<file path="src/rtl/rvx_clkrst_pkg.sv">
// Shared types and sizing helper for the RVX clock/reset conditioner.
// The optional watchdog is enabled by defining RVX_CLKRST_WATCHDOG_EN.
package rvx_clkrst_pkg;

    typedef enum logic [1:0] {
        CAUSE_POWER_ON = 2'b00,
        CAUSE_BUTTON   = 2'b01,
        CAUSE_WATCHDOG = 2'b10
    } reset_cause_t;

    typedef enum logic [1:0] {
        IDLE,
        ASSERT,
        HOLD
    } state_t;

    // Bits needed to hold values 0..limit, never less than one.
    function automatic int cnt_width(input int limit);
        int w;
        w = $clog2(limit + 1);
        return (w < 1) ? 1 : w;
    endfunction

endpackage

</file>
<file path="src/rtl/rvx_button_debouncer.sv">
// Two-flop synchroniser, polarity normalisation and debounce filter for a raw
// board button; o_button_state is 1 while the button is considered pressed.
module rvx_button_debouncer
    import rvx_clkrst_pkg::*;
#(
    parameter int DEBOUNCE_CYCLES    = 16,
    parameter bit BUTTON_ACTIVE_HIGH = 1'b1
) (
    input  logic i_clock,
    input  logic i_reset,
    input  logic i_button_raw,
    output logic o_button_state
);

    localparam int                DB_W    = cnt_width(DEBOUNCE_CYCLES);
    localparam logic [DB_W-1:0]   DB_LAST = DB_W'(DEBOUNCE_CYCLES - 1);

    logic            r_sync0;
    logic            r_sync1;
    logic            r_state;
    logic [DB_W-1:0] r_db_cnt;
    logic            w_pressed;

    assign w_pressed      = BUTTON_ACTIVE_HIGH ? r_sync1 : ~r_sync1;
    assign o_button_state = r_state;

    // A change is accepted only after DEBOUNCE_CYCLES consecutive differing samples.
    always_ff @(posedge i_clock) begin
        if (i_reset) begin
            r_sync0  <= 1'b0;
            r_sync1  <= 1'b0;
            r_state  <= 1'b0;
            r_db_cnt <= '0;
        end else begin
            r_sync0 <= i_button_raw;
            r_sync1 <= r_sync0;
            if (w_pressed == r_state) begin
                r_db_cnt <= '0;
            end else if (r_db_cnt == DB_LAST) begin
                r_state  <= ~r_state;
                r_db_cnt <= '0;
            end else begin
                r_db_cnt <= r_db_cnt + DB_W'(1);
            end
        end
    end

endmodule

</file>
<file path="src/rtl/rvx_clock_reset_conditioner.sv">
// Board clock/reset front end: programmable divider, debounced reset button and
// a strobe-paced reset sequencer. Define RVX_CLKRST_WATCHDOG_EN for the watchdog.
module rvx_clock_reset_conditioner
    import rvx_clkrst_pkg::*;
#(
    parameter int CLOCK_DIVIDER      = 2,
    parameter int DEBOUNCE_CYCLES    = 16,
    parameter int RESET_HOLD_CYCLES  = 8,
    parameter bit BUTTON_ACTIVE_HIGH = 1'b1,
    parameter int WATCHDOG_TIMEOUT   = 1048576
) (
    input  logic       clock,
    input  logic       reset,
    input  logic       reset_button,
`ifdef RVX_CLKRST_WATCHDOG_EN
    input  logic       watchdog_kick,
`endif
    output logic       divided_clock,
    output logic       divided_clock_enable,
    output logic       reset_out,
    output logic       reset_n_out,
    output logic       button_state,
    output logic [1:0] reset_cause
);

    localparam int                  DIV_W     = cnt_width(CLOCK_DIVIDER);
    localparam logic [DIV_W-1:0]    DIV_LAST  = DIV_W'(CLOCK_DIVIDER - 1);
    localparam logic [DIV_W-1:0]    DIV_HALF  = DIV_W'(CLOCK_DIVIDER / 2);
    localparam int                  HOLD_W    = cnt_width(RESET_HOLD_CYCLES);
    localparam logic [HOLD_W-1:0]   HOLD_LAST = HOLD_W'(RESET_HOLD_CYCLES - 1);

    logic [DIV_W-1:0]  r_div_cnt;
    logic [DIV_W-1:0]  w_div_next;
    logic              r_div_clk;
    logic              r_strobe;
    logic              w_button_state;
    logic              w_wd_expire;
    state_t            r_state;
    logic [HOLD_W-1:0] r_hold_cnt;
    logic              r_reset_out;
    reset_cause_t      r_cause;

    // Divider: outputs are registered from the next count so they stay glitch-free.
    assign w_div_next = (r_div_cnt == DIV_LAST) ? '0 : r_div_cnt + DIV_W'(1);

    always_ff @(posedge clock) begin
        if (reset) begin
            r_div_cnt <= '0;
            r_div_clk <= 1'b1;
            r_strobe  <= 1'b0;
        end else begin
            r_div_cnt <= w_div_next;
            r_div_clk <= (w_div_next < DIV_HALF);
            r_strobe  <= (w_div_next == DIV_LAST);
        end
    end

    rvx_button_debouncer #(
        .DEBOUNCE_CYCLES   (DEBOUNCE_CYCLES),
        .BUTTON_ACTIVE_HIGH(BUTTON_ACTIVE_HIGH)
    ) u_debouncer (
        .i_clock       (clock),
        .i_reset       (reset),
        .i_button_raw  (reset_button),
        .o_button_state(w_button_state)
    );

`ifdef RVX_CLKRST_WATCHDOG_EN
    localparam int               WD_W    = cnt_width(WATCHDOG_TIMEOUT);
    localparam logic [WD_W-1:0]  WD_LAST = WD_W'(WATCHDOG_TIMEOUT - 1);

    logic [WD_W-1:0] r_wd_cnt;

    // Only runs while the core is out of reset; a kick on a strobe always wins over expiry.
    always_ff @(posedge clock) begin
        if (reset || r_reset_out) begin
            r_wd_cnt <= '0;
        end else if (r_strobe) begin
            if (watchdog_kick) begin
                r_wd_cnt <= '0;
            end else if (r_wd_cnt != WD_LAST) begin
                r_wd_cnt <= r_wd_cnt + WD_W'(1);
            end
        end
    end

    assign w_wd_expire = r_strobe && !watchdog_kick && (r_wd_cnt == WD_LAST);
`else
    // Watchdog compiled out; the timeout parameter stays in the interface for uniformity.
    assign w_wd_expire = 1'b0 && (WATCHDOG_TIMEOUT != 0);
`endif

    always_ff @(posedge clock) begin
        if (reset) begin
            r_state     <= HOLD;
            r_hold_cnt  <= '0;
            r_reset_out <= 1'b1;
            r_cause     <= CAUSE_POWER_ON;
        end else if (r_strobe) begin
            unique case (r_state)
                IDLE: begin
                    if (w_button_state) begin
                        r_state     <= ASSERT;
                        r_reset_out <= 1'b1;
                        r_cause     <= CAUSE_BUTTON;
                    end else if (w_wd_expire) begin
                        r_state     <= HOLD;
                        r_hold_cnt  <= '0;
                        r_reset_out <= 1'b1;
                        r_cause     <= CAUSE_WATCHDOG;
                    end
                end
                ASSERT: begin
                    if (!w_button_state) begin
                        r_state    <= HOLD;
                        r_hold_cnt <= '0;
                    end
                end
                HOLD: begin
                    if (w_button_state) begin
                        r_state <= ASSERT;
                        r_cause <= CAUSE_BUTTON;
                    end else if (r_hold_cnt == HOLD_LAST) begin
                        r_state     <= IDLE;
                        r_reset_out <= 1'b0;
                    end else begin
                        r_hold_cnt <= r_hold_cnt + HOLD_W'(1);
                    end
                end
                default: begin
                    r_state     <= HOLD;
                    r_hold_cnt  <= '0;
                    r_reset_out <= 1'b1;
                end
            endcase
        end
    end

    assign divided_clock        = r_div_clk;
    assign divided_clock_enable = r_strobe;
    assign reset_out            = r_reset_out;
    assign reset_n_out          = ~r_reset_out;
    assign button_state         = w_button_state;
    assign reset_cause          = r_cause;

endmodule
</file>
<file path="config.mk">
export PLATFORM = sky130hd
export DESIGN_NAME = rvx_clock_reset_conditioner
export DESIGN_NICKNAME = d
export VERILOG_FILES = /design/src/rtl/rvx_clkrst_pkg.sv /design/src/rtl/rvx_button_debouncer.sv /design/src/rtl/rvx_clock_reset_conditioner.sv
export SDC_FILE = /design/constraint.sdc
export NUM_CORES = 1
export LEC_CHECK = 0
export CAP_MARGIN = 20
export CORE_ASPECT_RATIO = 0.5
export CORE_UTILIZATION = 30
export CTS_CLUSTER_SIZE = 14
export DETAILED_ROUTE_END_ITERATION = 8
export PLACE_DENSITY = 0.48
export SYNTH_ARGS = -nofsm -noshare
export SYNTH_HDL_FRONTEND = slang
export SYNTH_HIERARCHICAL = 1
export SYNTH_SLANG_ARGS = --single-unit
export TNS_END_PERCENT = 30
</file>
<file path="constraint.sdc">
create_clock -name clock -period 3.65 [get_ports clock]
set_input_delay 0.73 -clock clock [delete_from_list [all_inputs] [get_ports clock]]
set_output_delay 0.73 -clock clock [all_outputs]
set_load 0.1 [all_outputs]
</file>
==> results.yml, run 1 <==
clocking:
  post-cts-setup-buffer-count: 0
  cts_made_buffers: 3
  clk_pin_slew_ns: 0.08
  cts_tree: "yes"
  h-tree-depth: 1
  ctsHoldBuffers: 0
  cts_resized: 0
  cts.sink_count: 20
  cts-root-buf: "clkbuf_8"
  clock_path_buffers: 2
  clk_latency_ns: 0.26
place:
  dp_worst_setup_slack_ns: 1.22
  gp_congestion: 0.745
  io_buffers: 8
  place_hpwl_mm: 1.07
worst_hold_path:
  hold_start: "r_div_cnt[1]$_SDFF_PP0_"
  holdPathStages: 1
  min_path_type: "reg -> reg"
worst_setup_path:
  cpPeakStageDelay_ns: 1.20
  cp.arrival_ns: 1.99
  crit_type: "reg -> out"
  startpoint: "divided_clock_enable$_SDFF_PP0_"
  start_kind: "flip-flop"
  critPathMaxFanout: 11
  cp_data_required_time_ns: 2.92
  slowest_stage: "clkdlybuf4s50_1"
  critPathTopFamily: "buffers and inverters"
  worstPathCellList: "clkdlybuf4s50_1"
  cp.depth: 1
  end_kind: "output pin"
  worstRegToRegCells: 5
  r2r_start: "u_debouncer/r_db_cnt[0]$_SDFF_PP0_"
  cp.buffers_inverters: 1
pwr:
  p_per_area_mw_per_mm2: 474
  power_mw: 0.487
  p_leak_nw: 0.388
  peakVddDrop_uv: 197
grt:
  gr-usage-all-layers: 0.112
  grt_max_degree: 15
  grt_pass1_vias: 589
  overflow: 0
  antenna_found_initial: 0
  grt_pass1_wl_mm: 2.52
floorplanning:
  io_pins: 10
  die_h_um: 39.7
  initial_core_util: 0.323
  die_w_um: 77.3
  core-area_mm2: 0.00264
  dieArea_mm2: 0.00307
  rows: 13
drt:
  viasPerCell: 4.58
  drcViolationCount: 0
  vias: 628
  antenna_left: 0
  wirelength_mm: 1.47
  drt_iter0_drc: 40
  routedWlPerCell_um: 10.7
  first_pass_iters: 4
timing:
  drv_slew: 0
  finalCritPeriodShare: 0.744
  max_freq_ghz: 0.368
  tightest_slew_ns: 0.966
  fin_skew_ns: 0.00309
  final.setup.worst_slack_ns: 0.933
  finalSetupViolCount: 0
  rsz0062_at_grt: "false"
  max_slew_margin: 0.354
  layout_min_cycle_time_ns: 2.72
  final_hold_viol_count: 0
  tns_ns: 0
  timing.hold.ws_ns: 0.416
final_layout:
  diodes: 0
  final_net_count: 107
  layout_common_cells: "dfxtp_1, nor2_1, inv_1"
  drive_gt1_frac: 0.130
  postLayoutCoreUtil: 0.389
  area_growth_syn_to_layout_pct: 20.6
  final_common_cell: "dfxtp_1"
synthesis:
  syn-instance-count: 91
  ys_warn_count: 6
  synth.avg_cell_area_um2: 9.35
  synth-seq-cells: 20
  synth_top_area_share: 0.471
  yosysSeqAreaShare: 0.471
  syn-cell-area_um2: 851
  yosysTopAreaCell: "dfxtp_1"
  synthTopCellsByArea: "dfxtp_1, ha_1, nor2_1, inv_1, nand2_1"
  synth_nets: 97
  yosysUniqueCellTypes: 35
outcome:
  run_status: "finished, final reports clean"
job:
  cap_violations: 0
-- cell usage after synthesis (all sizes together) --
cell type and count:
dfxtp 20, nor2 10, inv 9, nand2 7, nand3 5, o21ai 4
a21oi 3, buf 3, ha 3, nand2b 3, nor2b 3, xnor2 2
a211o 1, a211oi 1, a21boi 1, a21o 1, a221o 1, a31oi 1
and2 1, and2b 1, and3 1, and3b 1, conb 1, mux2i 1
nand3b 1, nand4b 1, o22ai 1, o31ai 1, o32ai 1, or3 1
xor2 1
-- path summary, 6_finish.rpt --
check / endpoint / slack [ns]
worst max-delay path: divided_clock_enable / 0.93
worst min-delay path: divided_clock_enable$_SDFF_PP0_ / 0.42
worst max register to register: u_debouncer/r_db_cnt[3]$_SDFF_PP0_ / 2.10
worst min register to register: divided_clock_enable$_SDFF_PP0_ / 0.42
-- per-stage QoR --
stage	std cells	instance area, µm²
2_1_floorplan	91	851
3_3_place_gp	133	955
3_5_place_dp	133	955
4_1_cts	137	1030
5_1_grt	137	1030
6_report	137	1030
-- per-layer routing --
layer | wire length (µm) | share of wire | global-route usage
met1 | 667 | 0.45 | 0.121
met2 | 729 | 0.50 | 0.215
met3 | 70 | 0.048 | 0.0419
met4 | 0 | 0 | 0.0330
met5 | 0 | 0 | 0
-- registers in the layout, summed over array words and instances (netlist names) --
name	count
divided_clock_enable	1
reset_cause	1
reset_out	1
u_debouncer/r_db_cnt	5
r_div_cnt	2
u_debouncer/o_button_state	1
u_debouncer/r_sync1	1
u_debouncer/r_sync0	1
divided_clock	1
r_hold_cnt	4
r_state	2
-- power by group --
part           internal, mW  total (mW)  switching [mW]
clock                 0.146       0.221          0.0743
sequential            0.224       0.228         0.00475
combinational        0.0118      0.0376          0.0258
total                 0.382       0.487           0.105
-- kinds of logic after synthesis --
logic type	synth area share
adder cells (fa/ha/maj)	0.0441
flip-flops	0.471
AND/OR/NAND/NOR	0.219
XOR/XNOR	0.0309
buffers and inverters	0.0632
multiplexers	0.0118
AO/OA/AOI/OAI	0.156
other	0.00441
-- layout make-up --
type,count,area (µm²)
Timing Repair Buffer,8,77.6
Inverter,9,33.8
Multi-Input combinational cell,59,397
Tap cell,37,46.3
Clock inverter,1,30.0
Sequential cell,20,400
Clock buffer,3,41.3
Fill cell,275,1610
No activity file was read; power rests on OpenSTA's default activity.
==> inputs of run 2 (changes only) <==
clock period = 2.8 ns   (was 3.65 ns; I/O delays follow)
==> run 2 against run 1 <==
  * Die area is the same
  * Non-clock buffer count unchanged
  * Sequential power grew 31%
  * Cell count decreased by 0.73%
  * Critical endpoint is now button_state
==> results.yml, run 2 (synthesized netlist as in run 1, its figures left out) <==
final_layout:
  drive_gt1_frac: 0.172
  layout_common_cells: "dfxtp_1, nor2_1, inv_1"
  final_common_cell: "dfxtp_1"
  final_net_count: 107
  reg_top3: "u_debouncer/r_db_cnt (5), r_hold_cnt (4)"
  regMostFlops: "u_debouncer/r_db_cnt"
  largest_reg_flops: 5
  diodes: 0
  final_cells: 136
  area_growth_syn_to_layout_pct: 15.6
grt:
  grt_pass1_vias: 558
  gr-usage-all-layers: 0.111
  antenna_found_initial: 0
  overflow: 0
  grt_pass1_wl_mm: 2.47
  grt_max_degree: 15
worst_hold_path:
  holdPathStages: 1
  min_path_type: "reg -> reg"
drt:
  wirelength_mm: 1.49
  drcViolationCount: 0
  routedWlPerCell_um: 11.0
  vias: 622
  antenna_left: 0
  drt_iter0_drc: 30
  first_pass_iters: 4
  viasPerCell: 4.57
timing:
  drv_slew: 0
  fin_skew_ns: 0.00210
  tns_ns: 0
  finalCritPeriodShare: 0.617
  finalSetupViolCount: 0
  final_hold_viol_count: 0
  max_freq_ghz: 0.578
  rsz0062_at_grt: "false"
  layout_min_cycle_time_ns: 1.73
  timing.hold.ws_ns: 0.411
outcome:
  run_status: "finished, final reports clean"
place:
  dp_cells: 133
  gp_congestion: 0.699
  place_hpwl_mm: 1.12
  io_buffers: 8
worst_setup_path:
  critPathMaxFanout: 11
  cp.buffers_inverters: 1
  worstRegToRegCells: 5
  crit_type: "reg -> out"
  cpPeakStageDelay_ns: 0.55
  cp_data_required_time_ns: 2.24
  cp.arrival_ns: 1.17
  critPathTopFamily: "flip-flops"
  start_kind: "flip-flop"
  slowest_stage: "dfxtp_1"
  end_kind: "output pin"
  worstPathCellList: "buf_4"
  cp.depth: 1
floorplanning:
  io_pins: 10
  initial_core_util: 0.323
  dieArea_mm2: 0.00307
  die_h_um: 39.7
  die_w_um: 77.3
  rows: 13
  core-area_mm2: 0.00264
pwr:
  power_mw: 0.527
  p_leak_nw: 0.380
  switching_power_mw: 0.125
  seqPwrFrac: 0.565
  p_per_area_mw_per_mm2: 536
  combPwrFrac: 0.092
  swShare: 0.238
  p_int_mw: 0.402
  peakVddDrop_uv: 171
  clock_power_share: 0.343
clocking:
  cts-root-buf: "clkbuf_8"
  post-cts-setup-buffer-count: 0
  cts_tree: "yes"
  cts_made_buffers: 3
  clk_latency_ns: 0.25
  clk_pin_slew_ns: 0.07
  cts.sink_count: 20
  cts_resized: 0
  h-tree-depth: 1
  ctsHoldBuffers: 0
  clock_path_buffers: 2
job:
  cap_violations: 0
run 2: final timing paths:
path         slack (ns)                                     from                            endpoint
max                1.07  u_debouncer/o_button_state$_SDFFE_PP0P_                        button_state
min                0.41                  r_div_cnt[1]$_SDFF_PP0_     divided_clock_enable$_SDFF_PP0_
max reg2reg        1.27       u_debouncer/r_db_cnt[0]$_SDFF_PP0_  u_debouncer/r_db_cnt[3]$_SDFF_PP0_
min reg2reg        0.41                  r_div_cnt[1]$_SDFF_PP0_     divided_clock_enable$_SDFF_PP0_
run 2: metal layers:
metal  vias to the layer above  track usage  share of wire
met2                         7        0.206           0.48
li1                        318            -              -
met1                       297        0.120           0.49
met3                         0       0.0488          0.031
met5                         -            0              0
met4                         0       0.0283              0
run 2: final cells by class:
cell class / instances / area (µm²)
multi-input cells: 59 / 397
repair buffers: 8 / 65.1
clock buffers: 3 / 41.3
well taps: 37 / 46.3
fillers: 279 / 1650
inverters: 9 / 33.8
flip-flops and latches: 20 / 400
run 2: worst register-to-register path, cell delays in order, from the launching register on:
cell,delay [ns]
dfxtp_1,0.33
ha_1,0.22
and3_1,0.19
ha_1,0.21
or3_4,0.41
nor2_1,0.11
run 2: stage by stage:
step                 util  area [µm²]  setup WS (ns)
floorplan               -         851          0.586
global placement    0.358         942          0.935
detailed placement  0.358         942          0.885
CTS                 0.373         983           1.06
finish              0.373         983           1.07
global route        0.373         983           1.01
run 2: power groups by stage:
stage | Combinational (mW) | Clock [mW] | Sequential (mW)
2_1_floorplan | 0.0279 | 0 | 0.316
3_3_place_gp | 0.0471 | 0 | 0.304
3_5_place_dp | 0.0485 | 0 | 0.304
4_1_cts | 0.0486 | 0.191 | 0.298
5_1_grt | 0.0515 | 0.204 | 0.299
6_report | 0.0483 | 0.181 | 0.298
